[src/rtl/dbg_pkg.sv]
// -----------------------------------------------------------------------------
// dbg_pkg -- shared definitions for the riscv_32i single-cycle core.
//
// Contents:
//   mem_debug    : per-instruction trace record driven on the optional dbg port
//                  of riscv_32i (present only when the DBG_EN macro is defined)
//   opcode consts: RV32I major opcodes used by the decoder
//   alu_ctrl_e   : ALU operation select
//   alu_a_sel_e  : ALU A-operand source
//   wb_sel_e     : register write-back source
//   alu_decode() : funct3 (+ alternate bit) to ALU operation mapping
// -----------------------------------------------------------------------------
package dbg_pkg;

   typedef struct packed {
      logic [31:0] pc;
      logic [31:0] instr;
      logic        regwrite;
      logic [4:0]  rd;
      logic [31:0] rd_wdata;
      logic        memwrite;
      logic [31:0] aluout;
      logic [31:0] writedata;
   } mem_debug;

   localparam logic [6:0] LUI    = 7'b0110111;
   localparam logic [6:0] AUIPC  = 7'b0010111;
   localparam logic [6:0] JAL    = 7'b1101111;
   localparam logic [6:0] JALR   = 7'b1100111;
   localparam logic [6:0] BRANCH = 7'b1100011;
   localparam logic [6:0] LOAD   = 7'b0000011;
   localparam logic [6:0] STORE  = 7'b0100011;
   localparam logic [6:0] OP_IMM = 7'b0010011;
   localparam logic [6:0] OP     = 7'b0110011;

   typedef enum logic [3:0] {
      ALU_ADD,
      ALU_SUB,
      ALU_SLL,
      ALU_SLT,
      ALU_SLTU,
      ALU_XOR,
      ALU_SRL,
      ALU_SRA,
      ALU_OR,
      ALU_AND
   } alu_ctrl_e;

   typedef enum logic [1:0] {
      A_RS1,
      A_PC,
      A_ZERO
   } alu_a_sel_e;

   typedef enum logic [1:0] {
      WB_ALU,
      WB_MEM,
      WB_PC4
   } wb_sel_e;

   // 'alt' is instr[30]; it only matters for funct3 0 (SUB) and 5 (SRA).
   // Callers must not set it for OP-IMM funct3 0, where ADDI has no SUB form.
   function automatic alu_ctrl_e alu_decode(input logic [2:0] f3, input logic alt);
      alu_ctrl_e r;
      case (f3)
         3'd0:    r = alt ? ALU_SUB : ALU_ADD;
         3'd1:    r = ALU_SLL;
         3'd2:    r = ALU_SLT;
         3'd3:    r = ALU_SLTU;
         3'd4:    r = ALU_XOR;
         3'd5:    r = alt ? ALU_SRA : ALU_SRL;
         3'd6:    r = ALU_OR;
         default: r = ALU_AND;
      endcase
      return r;
   endfunction

endpackage

[src/rtl/riscv_32i_regfile.sv]
// -----------------------------------------------------------------------------
// regfile -- 32 x 32-bit integer register file, two combinational read ports,
// one write port on the rising clock edge. x0 always reads zero and writes to
// it are dropped. A read of a register written in the same cycle returns the
// old value (the write only lands at the clock edge).
//
// Ports:
//   clk        : clock
//   reset      : synchronous active-high, clears every register
//   we_i       : write enable
//   wa_i/wd_i  : write address / data
//   ra1_i/rd1_o: read port 1 address / data
//   ra2_i/rd2_o: read port 2 address / data
// -----------------------------------------------------------------------------
module regfile (
   input  logic        clk,
   input  logic        reset,
   input  logic        we_i,
   input  logic [4:0]  wa_i,
   input  logic [31:0] wd_i,
   input  logic [4:0]  ra1_i,
   output logic [31:0] rd1_o,
   input  logic [4:0]  ra2_i,
   output logic [31:0] rd2_o
);

   logic [31:0] regs_q [32];

   always_ff @(posedge clk) begin
      if (reset) begin
         for (int i = 0; i < 32; i++) begin
            regs_q[i] <= '0;
         end
      end else if (we_i && (wa_i != 5'd0)) begin
         regs_q[wa_i] <= wd_i;
      end
   end

   assign rd1_o = (ra1_i == 5'd0) ? 32'd0 : regs_q[ra1_i];
   assign rd2_o = (ra2_i == 5'd0) ? 32'd0 : regs_q[ra2_i];

endmodule

[src/rtl/riscv_32i.sv]
// -----------------------------------------------------------------------------
// riscv_32i -- single-cycle RV32I core. Every rising clock edge retires one
// instruction. Instruction and data memories are external, word-wide and
// combinational on read; sub-word stores are done as read-merge-write of the
// whole word within the same cycle.
//
// Parameter:
//   RESET_PC  : PC loaded by reset
// Ports:
//   clk       : clock
//   reset     : synchronous active-high reset
//   pc        : byte address of the current instruction
//   instr     : instruction word at pc (combinational)
//   memwrite  : data-word write enable, sampled by memory at posedge clk
//   aluout    : ALU result, also the data byte address
//   writedata : full word written at aluout[31:2] when memwrite=1
//   readdata  : word at aluout[31:2] (combinational)
//   dbg       : per-instruction trace (only when DBG_EN is defined)
//
// Build option: define DBG_EN to add the dbg trace port.
// FENCE, ECALL, EBREAK and any undefined encoding execute as NOPs.
// -----------------------------------------------------------------------------
module riscv_32i
   import dbg_pkg::*;
#(
   parameter logic [31:0] RESET_PC = 32'h0000_0000
) (
   input  logic        clk,
   input  logic        reset,
   output logic [31:0] pc,
   input  logic [31:0] instr,
   output logic        memwrite,
   output logic [31:0] aluout,
   output logic [31:0] writedata,
   input  logic [31:0] readdata
`ifdef DBG_EN
   ,
   output mem_debug    dbg
`endif
);

   // ------------------------------------------------------------------ fields
   logic [6:0] opcode;
   logic [4:0] rd;
   logic [2:0] f3;
   logic [4:0] rs1;
   logic [4:0] rs2;
   logic [6:0] f7;

   assign opcode = instr[6:0];
   assign rd     = instr[11:7];
   assign f3     = instr[14:12];
   assign rs1    = instr[19:15];
   assign rs2    = instr[24:20];
   assign f7     = instr[31:25];

   // -------------------------------------------------------------- immediates
   logic [31:0] imm_i, imm_s, imm_b, imm_u, imm_j;

   assign imm_i = {{20{instr[31]}}, instr[31:20]};
   assign imm_s = {{20{instr[31]}}, instr[31:25], instr[11:7]};
   assign imm_b = {{19{instr[31]}}, instr[31], instr[7], instr[30:25], instr[11:8], 1'b0};
   assign imm_u = {instr[31:12], 12'b0};
   assign imm_j = {{11{instr[31]}}, instr[31], instr[19:12], instr[20], instr[30:21], 1'b0};

   // ----------------------------------------------------------------- PC reg
   logic [31:0] pc_q, pc_d;
   logic [31:0] pc_plus4;

   assign pc_plus4 = pc_q + 32'd4;
   assign pc       = pc_q;

   // ---------------------------------------------------------------- decode
   logic       regwrite_dec;
   logic       memwrite_dec;
   logic       is_jump;
   logic       is_jalr;
   logic       is_branch;
   logic       b_from_imm;
   logic       legal;
   logic [31:0] imm;
   alu_a_sel_e a_sel;
   alu_ctrl_e  alu_ctrl;
   wb_sel_e    wb_sel;

   always_comb begin
      regwrite_dec = 1'b0;
      memwrite_dec = 1'b0;
      is_jump      = 1'b0;
      is_jalr      = 1'b0;
      is_branch    = 1'b0;
      b_from_imm   = 1'b1;
      legal        = 1'b0;
      imm          = imm_i;
      a_sel        = A_RS1;
      alu_ctrl     = ALU_ADD;
      wb_sel       = WB_ALU;
      case (opcode)
         LUI: begin
            regwrite_dec = 1'b1;
            a_sel        = A_ZERO;
            imm          = imm_u;
         end
         AUIPC: begin
            regwrite_dec = 1'b1;
            a_sel        = A_PC;
            imm          = imm_u;
         end
         JAL: begin
            // ALU forms the target pc+imm; rd gets the link address.
            regwrite_dec = 1'b1;
            a_sel        = A_PC;
            imm          = imm_j;
            wb_sel       = WB_PC4;
            is_jump      = 1'b1;
         end
         JALR: begin
            if (f3 == 3'd0) begin
               regwrite_dec = 1'b1;
               wb_sel       = WB_PC4;
               is_jalr      = 1'b1;
            end
         end
         BRANCH: begin
            // funct3 2 and 3 are unassigned branch encodings.
            if (f3 != 3'd2 && f3 != 3'd3) begin
               is_branch = 1'b1;
               a_sel     = A_PC;
               imm       = imm_b;
            end
         end
         LOAD: begin
            if (f3 inside {3'd0, 3'd1, 3'd2, 3'd4, 3'd5}) begin
               regwrite_dec = 1'b1;
               wb_sel       = WB_MEM;
            end
         end
         STORE: begin
            imm = imm_s;
            if (f3 inside {3'd0, 3'd1, 3'd2}) begin
               memwrite_dec = 1'b1;
            end
         end
         OP_IMM: begin
            if (f3 == 3'd1)      legal = (f7 == 7'h00);
            else if (f3 == 3'd5) legal = (f7 == 7'h00) || (f7 == 7'h20);
            else                 legal = 1'b1;
            alu_ctrl     = alu_decode(f3, (f3 == 3'd5) && instr[30]);
            regwrite_dec = legal;
         end
         OP: begin
            b_from_imm   = 1'b0;
            legal        = (f7 == 7'h00) ||
                           ((f7 == 7'h20) && ((f3 == 3'd0) || (f3 == 3'd5)));
            alu_ctrl     = alu_decode(f3, instr[30]);
            regwrite_dec = legal;
         end
         default: ;
      endcase
   end

   // -------------------------------------------------------------- regfile
   logic [31:0] rs1_data, rs2_data;
   logic [31:0] rd_wdata;
   logic        regwrite;

   // A reset cycle never commits architectural state.
   assign regwrite = regwrite_dec & ~reset;
   assign memwrite = memwrite_dec & ~reset;

   regfile u_regfile (
      .clk   (clk),
      .reset (reset),
      .we_i  (regwrite),
      .wa_i  (rd),
      .wd_i  (rd_wdata),
      .ra1_i (rs1),
      .rd1_o (rs1_data),
      .ra2_i (rs2),
      .rd2_o (rs2_data)
   );

   // ------------------------------------------------------------------ ALU
   logic [31:0] alu_a, alu_b, alu_y;
   logic [4:0]  shamt;

   always_comb begin
      case (a_sel)
         A_PC:    alu_a = pc_q;
         A_ZERO:  alu_a = 32'd0;
         default: alu_a = rs1_data;
      endcase
   end

   assign alu_b = b_from_imm ? imm : rs2_data;
   assign shamt = alu_b[4:0];

   always_comb begin
      case (alu_ctrl)
         ALU_SUB:  alu_y = alu_a - alu_b;
         ALU_SLL:  alu_y = alu_a << shamt;
         ALU_SLT:  alu_y = {31'd0, $signed(alu_a) < $signed(alu_b)};
         ALU_SLTU: alu_y = {31'd0, alu_a < alu_b};
         ALU_XOR:  alu_y = alu_a ^ alu_b;
         ALU_SRL:  alu_y = alu_a >> shamt;
         ALU_SRA:  alu_y = $unsigned($signed(alu_a) >>> shamt);
         ALU_OR:   alu_y = alu_a | alu_b;
         ALU_AND:  alu_y = alu_a & alu_b;
         default:  alu_y = alu_a + alu_b;
      endcase
   end

   assign aluout = alu_y;

   // ------------------------------------------------------- branch compare
   logic br_cond;

   always_comb begin
      case (f3)
         3'd0:    br_cond = (rs1_data == rs2_data);
         3'd1:    br_cond = (rs1_data != rs2_data);
         3'd4:    br_cond = ($signed(rs1_data) <  $signed(rs2_data));
         3'd5:    br_cond = ($signed(rs1_data) >= $signed(rs2_data));
         3'd6:    br_cond = (rs1_data <  rs2_data);
         3'd7:    br_cond = (rs1_data >= rs2_data);
         default: br_cond = 1'b0;
      endcase
   end

   // ------------------------------------------------------------- next PC
   // For JAL and branches the ALU already holds pc+imm; for JALR it holds
   // rs1+imm, whose bit 0 is dropped. No alignment checking is done.
   always_comb begin
      if (is_jalr)
         pc_d = {alu_y[31:1], 1'b0};
      else if (is_jump || (is_branch && br_cond))
         pc_d = alu_y;
      else
         pc_d = pc_plus4;
   end

   always_ff @(posedge clk) begin
      if (reset) pc_q <= RESET_PC;
      else       pc_q <= pc_d;
   end

   // ------------------------------------------------------ load alignment
   logic [7:0]  ld_byte;
   logic [15:0] ld_half;
   logic [31:0] ld_data;

   assign ld_byte = readdata[{alu_y[1:0], 3'b000} +: 8];
   assign ld_half = alu_y[1] ? readdata[31:16] : readdata[15:0];

   always_comb begin
      case (f3)
         3'd0:    ld_data = {{24{ld_byte[7]}}, ld_byte};
         3'd1:    ld_data = {{16{ld_half[15]}}, ld_half};
         3'd4:    ld_data = {24'd0, ld_byte};
         3'd5:    ld_data = {16'd0, ld_half};
         default: ld_data = readdata;
      endcase
   end

   // ---------------------------------------------------- store read-merge
   // Sub-word stores rewrite the whole word: untouched lanes come from
   // readdata (same address), addressed lanes from rs2. SH uses the natural
   // half selected by aluout[1]; address bit 0 is ignored for SH.
   logic [31:0] st_merge;

   generate
      for (genvar gi = 0; gi < 4; gi++) begin : g_lane
         localparam logic [1:0] LANE = 2'(gi);
         logic       lane_en;
         logic [7:0] lane_src;

         assign lane_en  = ((f3 == 3'd0) && (alu_y[1:0] == LANE)) ||
                           ((f3 == 3'd1) && (alu_y[1] == LANE[1]));
         assign lane_src = (f3 == 3'd0) ? rs2_data[7:0]
                                        : rs2_data[8*(gi % 2) +: 8];
         assign st_merge[8*gi +: 8] = lane_en ? lane_src : readdata[8*gi +: 8];
      end
   endgenerate

   assign writedata = (f3 == 3'd2) ? rs2_data : st_merge;

   // ---------------------------------------------------------- write-back
   always_comb begin
      case (wb_sel)
         WB_MEM:  rd_wdata = ld_data;
         WB_PC4:  rd_wdata = pc_plus4;
         default: rd_wdata = alu_y;
      endcase
   end

`ifdef DBG_EN
   assign dbg = '{pc:        pc_q,
                  instr:     instr,
                  regwrite:  regwrite,
                  rd:        rd,
                  rd_wdata:  rd_wdata,
                  memwrite:  memwrite,
                  aluout:    alu_y,
                  writedata: writedata};
`endif

endmodule

[config.mk]
export PLATFORM = sky130hd
export DESIGN_NAME = riscv_32i
export DESIGN_NICKNAME = d
export VERILOG_FILES = /design/src/rtl/dbg_pkg.sv /design/src/rtl/riscv_32i_regfile.sv /design/src/rtl/riscv_32i.sv
export SDC_FILE = /design/constraint.sdc
export NUM_CORES = 2
export LEC_CHECK = 0
export BUFFER_PORTS_ARGS = -buffer_cell sky130_fd_sc_hd__buf_4
export CAP_MARGIN = 20
export CORE_MARGIN = 5
export CORE_UTILIZATION = 55
export DETAILED_ROUTE_END_ITERATION = 7
export HOLD_SLACK_MARGIN = 0.03
export PLACE_DENSITY = 0.79
export SLEW_MARGIN = 20
export SYNTH_ARGS = -nofsm -noshare
export SYNTH_HDL_FRONTEND = slang
export SYNTH_HIERARCHICAL = 1
export SYNTH_SLANG_ARGS = --single-unit
export TNS_END_PERCENT = 30
[constraint.sdc]
create_clock -name clk -period 13.6 [get_ports clk]
set_input_delay 2.72 -clock clk [delete_from_list [all_inputs] [get_ports clk]]
set_output_delay 2.72 -clock clk [all_outputs]
set_load 0.1 [all_outputs]
# After elaboration in Yosys (flattened, before gate mapping)
# Memories as Yosys holds them, arrays and structs flattened.
# Index checks and enable logic that the tools add are counted.
[totals]
ram_bits = 1024
memories = 1
rom_bits = 0
reg_bits = 32
wordCells = 142
output_inout_bits = 97
latchBits = 0
input_bits = 66
[classes]
n_mul = 0
reduce_logical = 32
addsub = 3
order_cmp = 6
muxes = 50
n_eq_ne = 37
div_mod_pow = 0
bitwise_logic = 7
shifts = 4
[memory_table]
columns = ["memory", "depth", "word_bits", "read_ports", "rd_ports_with_merged_regs", "write_ports", "line_no", "rtl"]
rows = [
  ["u_regfile.regs_q", 32, 32, 2, 0, 32, "riscv_32i_regfile.sv:27", "logic [31:0] regs_q [32];"],
]
[op_table]
columns = ["cell", "n"]
rows = [
  ["32-bit one-hot mux with 9 select lines", 1],
  ["32-bit 2-to-1 mux", 7],
  ["32-bit less-than comparator", 4],
  ["32-bit one-hot mux with 2 select lines", 2],
  ["32-bit one-hot mux with 4 select lines", 1],
  ["31-bit one-hot mux with 4 select lines", 1],
  ["32-bit greater-or-equal comparator", 2],
  ["4-bit one-hot mux with 7 select lines", 2],
  ["8-bit 2-to-1 mux", 5],
  ["32-bit by 3-bit adder with 32-bit output, second input constant", 1],
  ["32-bit adder", 1],
  ["32-bit AND", 1],
  ["32-bit == test", 1],
  ["32-bit inequality test", 1],
  ["32-bit OR", 1],
  ["32-bit OR reduction", 1],
  ["32-bit by 6-bit indexed part select with 8-bit output", 1],
  ["32-bit by 5-bit left shift with 32-bit output", 1],
  ["32-bit by 5-bit right shift with 32-bit output", 1],
  ["32-bit by 5-bit >>> shifter with 32-bit output", 1],
  ["32-bit subtractor", 1],
  ["32-bit bitwise XOR", 1],
  ["7-bit by 6-bit == test with 1-bit output, second input constant", 4],
  ["1-bit 2-to-1 mux", 22],
  ["other kinds (33)", 75],
]

# Logic depth before layout (Yosys ltp)
[logic_depth]
depth_word = 13
depth_mapped = 33
mapped_depth_nobuf = 24

# Modules after synthesis
# Netlist, hierarchy kept.
[by_module_without_submodules]
columns = ["module", "cells_per_inst", "area_per_inst_um2", "seq_area_each_um2", "n_inst"]
rows = [
  ["regfile", 3688, 54701.2, 30749.5, 1],
  ["riscv_32i", 2308, 15034.4, 640.6, 1],
]

# Least setup slack after synthesis
# OpenSTA, ideal clock, no wires.
[synth_timing]
path_type = "input port to output port"
from = "in instr[21]"
to = "out writedata[17]"
path_stages = 30
n_path_buf = 11
setup_slack_ns = 0.374
arrival_ns = 10.506
required_ns = 10.880
cell_sequence = "buf_4 -> buf_6 -> buf_4 -> and2_1 -> clkbuf_1 -> buf_2 -> a22oi_1 -> a21oi_1 -> nor3_1 -> a22oi_1 -> nand2_1 -> buf_2 -> buf_2 -> buf_2 -> buf_1 -> ha_1 -> clkbuf_1 -> nand3b_1 -> a2111oi_0 -> nor2_1 -> or4b_1 -> a211oi_1 -> o2111a_1 -> nor3_1 -> a211o_1 -> buf_2 -> nor2b_1 -> nor3_4 -> mux2i_1 -> o21ai_1"
[synth_between]
elab_chain_cells = 10
elab_cells_between_ends = 23
cone_classes = "2 x add/sub; 2 x order compare; 1 x eq/ne; 3 x shift; 7 x mux; 3 x bitwise; 4 x reduce/logical; 1 x memory"
[synth_lines]
columns = ["element", "line_no", "rtl"]
rows = [
  ["from (decl)", "riscv_32i.sv:31", "input logic [31:0] instr,"],
  ["memory 32 x 32 bit or 5-bit logical NOT (tied branches)", "-", ""],
  ["32-bit 2-to-1 mux (*)", "riscv_32i_regfile.sv:40", "assign rd2_o = (ra2_i == 5'd0) ? 32'd0 : regs_q[ra2_i];"],
  ["net rs2_data[2]", "riscv_32i.sv:163", "logic [31:0] rs1_data, rs2_data;"],
  ["32-bit 2-to-1 mux (*)", "riscv_32i.sv:195", "assign alu_b = b_from_imm ? imm : rs2_data;"],
  ["32-bit less-than comparator (tied with other cells)", "riscv_32i.sv:203", "ALU_SLTU: alu_y = {31'd0, alu_a < alu_b};"],
  ["32-bit one-hot mux with 9 select lines (*)", "riscv_32i.sv:199", "case (alu_ctrl)"],
  ["2-bit == test", "riscv_32i.sv:277", "assign lane_en = ((f3 == 3'd0) && (alu_y[1:0] == LANE)) ||"],
  ["1-bit logical AND", "riscv_32i.sv:277", ""],
  ["1-bit logical OR (*)", "riscv_32i.sv:277", ""],
  ["8-bit 2-to-1 mux (*)", "riscv_32i.sv:281", "assign st_merge[8*gi +: 8] = lane_en ? lane_src : readdata[8*gi +: 8];"],
  ["32-bit 2-to-1 mux (*)", "riscv_32i.sv:285", "assign writedata = (f3 == 3'd2) ? rs2_data : st_merge;"],
  ["to (decl)", "riscv_32i.sv:34", "output logic [31:0] writedata,"],
]
# Mark *: on every way through the listed nets, which the timed path passes. The rest lies on a longest branch.

# Worst setup path after layout
[layout_timing]
from = "in instr[22]"
to = "out writedata[17]"
# The elaborated chain is that of the path after synthesis.

==> results.yml <==
outcome:
  status: "finished, violations left"
  violations: "design-rule violations"
cells_and_area:
  nFillCells: 9779
  finish.cell_count_without_fillers: 7814
  area_growth_pct: 10.6
  multi_input_area_um2: 35700
  fin_area_um2: 77100
  utilization_pct: 61.3
  drive_gt1_share_pct: 20.6
  seq_area_um2: 31400
  nets: 6261
yosys:
  synth_top_family_by_area: "multiplexers"
  yosys-top-cells-area: "edfxtp_1 (44%), mux4_2 (13%), and2_1 (9.1%), mux2i_1 (5.2%), ha_1 (2.4%)"
  synth_simple_gate_area_share_pct: 15.9
  netlist_instances: 5996
  synth_fa_ha_area_share_pct: 2.44
  yosys_warnings: 6
  synth_mux_area_share_pct: 18.7
  netlist_area_um2: 69700
  synth-seq-area-share_pct: 45.0
  synth_edf_count: 1024
  synth_flop_cell: "edfxtp_1"
  yosys.area_share.xor_xnor_pct: 0.578
  ys_ff_latch: 1056
  synth_compound_gate_area_share_pct: 12.7
  synth_top_area_share_pct: 44.1
  synth_top_cell_by_area: "edfxtp_1"
  synthArstFlopShare_pct: 0
  syn_avg_cell_area_um2: 11.6
  synth_cell_types: 112
clock_tree:
  cts_tree: "done"
  root_buffer: "clkbuf_16"
  clock-sinks: 1056
  cts_resized: 0
  holdBufCountCts: 0
  cts_buffers: 109
  cts_max_path_buffers: 3
  clk_latency_ns: 0.77
  post-cts-setup-buffers: 0
  h-tree-depth: 3
  clkTransAtPathRegs_ns: 0.06
global_routing:
  grt_max_degree: 80
  gr-total-overflow: 0
  grt.total_usage_pct: 46.0
  grt_antenna_before_repair: 35
  grt_pass1_vias: 56253
  grt_pass1_wl_mm: 439
detailed_routing:
  antenna_left: 0
  met3_length_mm: 49.1
  post_drt_via_cell_ratio: 7.62
  top_layer: "met5"
  wl_mm: 319
  vias: 59516
  dr_wl_met2_mm: 134
  wl_per_cell_um: 40.8
  wl_met1_mm: 106
  drc: 15
  drt-initial-drc-count: 11147
  firstDrtPassIters: 8
floorplanning:
  fp.coreArea_um2: 126000
  die_y_um: 366
  dieArea_um2: 134000
  placementRows: 130
  initial_core_util_pct: 55.5
  die_x_um: 366
  ios: 163
power:
  power_frac_comb_pct: 30.3
  switchingPower_mw: 3.49
  vdd_drop_max_mv: 0.133
  p_per_area_nw_per_um2: 123
  leakage_nw: 29.0
  netSwitchingFraction_pct: 36.7
  power_mw: 9.50
  power.share.sequential_pct: 39.5
  power.internal_mw: 6.01
  power.share.clock_pct: 30.2
critical_path:
  path_max_fanout: 39
  r2r_setup_slack_ns: 4.79
  critPathLaunchType: "input port"
  cp_data_required_time_ns: 10.88
  worstPathArrival_ns: 10.74
  end_kind: "primary output"
  critical_path_class: "in2out"
timing:
  setup_slack_ns: 0.140
  slew_headroom_pct: 18.3
  setup_violations: 0
  hold_ws_ns: 0.715
  hold_violations: 0
  fin_setup_tns_ns: 0
  tightest_slew_ns: 1.22
  clock_skew_ns: 0.0872
  timing.final.crit_share_pct: 99.0
  maxSlewViolCount: 0
  timing.fmax_ghz: 0.0743
  rsz0062_at_grt: "yes"
  finalCriticalPeriod_ns: 13.46
run:
  max_cap_violations: 0
min_path:
  hp-class: "reg2reg"
placed_design:
  dpl_cell_area_um2: 73600
  numPortBuffers: 162
  gp_congestion: 1.11
  place_ws_ns: 0.374
  hpwlAfterDp_mm: 222
  placedCellCount: 7597
-- flip-flops by register name, indices dropped and copies added, names as in the netlist, named ones only --
register	count
pc	31
u_regfile/regs_q	1024
-- per-layer routing --
layer / vias up / track usage [%]
met3: 1499 / 16.7
met4: 18 / 31.9
li1: 23026 / -
met2: 5953 / 67.2
met1: 29020 / 57.1
met5: - / 0
-- power groups by stage --
stage                     Clock (mW)  Combinational (mW)  Sequential [mW]
after floorplan                    0                1.66             3.79
after global placement             0                2.71             3.80
after detailed placement           0                2.71             3.81
after CTS                       2.87                2.72             3.74
after global routing            3.02                2.92             3.75
final                           2.87                2.88             3.75
-- cell families (layout without fill, tap and decap cells) --
| group | after synthesis | count (layout) |
|---|---|---|
| buffers and inverters | 733 | 847 |
| adders and majority gates | 135 | 135 |
| muxes | 808 | 808 |
| other | 1 | 55 |
| DFF | 1056 | 1056 |
| and+or+nand+nor | 1979 | 1979 |
| xor gates and xnor gates | 46 | 46 |
| AOI/OAI and AO/OA | 1238 | 1238 |
-- critical path, cell delays in order --
cell	delay, ns
buf_8	0.28
buf_4	0.35
mux4_2	0.36
mux4_2	0.53
o22ai_1	0.47
nor3_1	0.11
buf_4	0.25
a22oi_1	0.41
and2_1	0.28
ha_1	0.30
inv_1	0.13
a2111oi_0	0.54
buf_4	0.22
nor2_1	0.10
or4b_1	0.63
a211oi_1	0.57
o2111a_1	0.31
nor3_1	0.09
a211o_1	0.43
nor2b_1	0.31
nor3_4	0.55
mux2i_1	0.18
o21ai_1	0.18
buf_4	0.32
-- Yosys cell counts (all sizes together) (11+ instances only) --
library cell and count:
nand2 237, o21a 15, nand3 78, a21oi 196, ha 133, mux2i 368
nor2b 76, o211ai 51, buf 173, nand2b 17, o32ai 35, a31oi 37
nand4 23, clkbuf 406, a22oi 125, and3 29, dfxtp 32, a221oi 15
or3 23, mux2 50, a211oi 108, o22ai 90, edfxtp 1024, nor2 261
a2111oi 44, mux4 390, a21o 34, o221ai 49, xnor2 36, or2 38
a22o 90, nor3 107, o21ai 203, and2 1014, o31ai 16, nor4 38
inv 152, a222oi 11
-- placed cells by master, fill, tap and decap left out, types with 28 or more instances in the layout --
cell / netlist / final
edfxtp_1: 1024 / 1024
and2_1: 1013 / 1012
buf_4: 37 / 476
mux4_2: 390 / 390
mux2i_1: 365 / 365
nand2_1: 236 / 232
nor2_1: 261 / 225
a21oi_1: 194 / 193
o21ai_0: 184 / 177
inv_1: 150 / 150
ha_1: 133 / 133
a22oi_1: 123 / 123
clkbuf_16: 0 / 109
a211oi_1: 107 / 106
nor3_1: 105 / 100
a22o_1: 90 / 90
o22ai_1: 90 / 90
nand3_1: 78 / 74
nor2b_1: 76 / 70
o211ai_1: 50 / 50
mux2_2: 50 / 50
o221ai_1: 49 / 48
a31oi_1: 37 / 37
xnor2_1: 36 / 36
or2_2: 37 / 35
a21o_1: 34 / 34
nor2_2: 0 / 34
dfxtp_1: 32 / 32
conb_1: 1 / 32
nor4_1: 38 / 31
clkinv_1: 2 / 28
and3_1: 29 / 28
-- final timing paths --
path | start | end | cells past startpoint
hold reg to reg | pc[1] | pc[1] | 2
hold / removal | pc[1] | pc[1] | 2
setup reg to reg | u_regfile/regs_q[21][4] | u_regfile/regs_q[5][5] | 23
setup / recovery | instr[22] | writedata[17] | 24
-- final cells by class --
cell class	count	share of cell area, %
antenna	23	0.0746
clock buffer	133	3.65
clock inverter	59	0.662
inverter	154	0.756
multi-input combinational	4238	46.2
sequential	1056	40.7
tap	1650	2.68
timing repair buffer	501	5.24
Power figures use the tool's default switching activity.
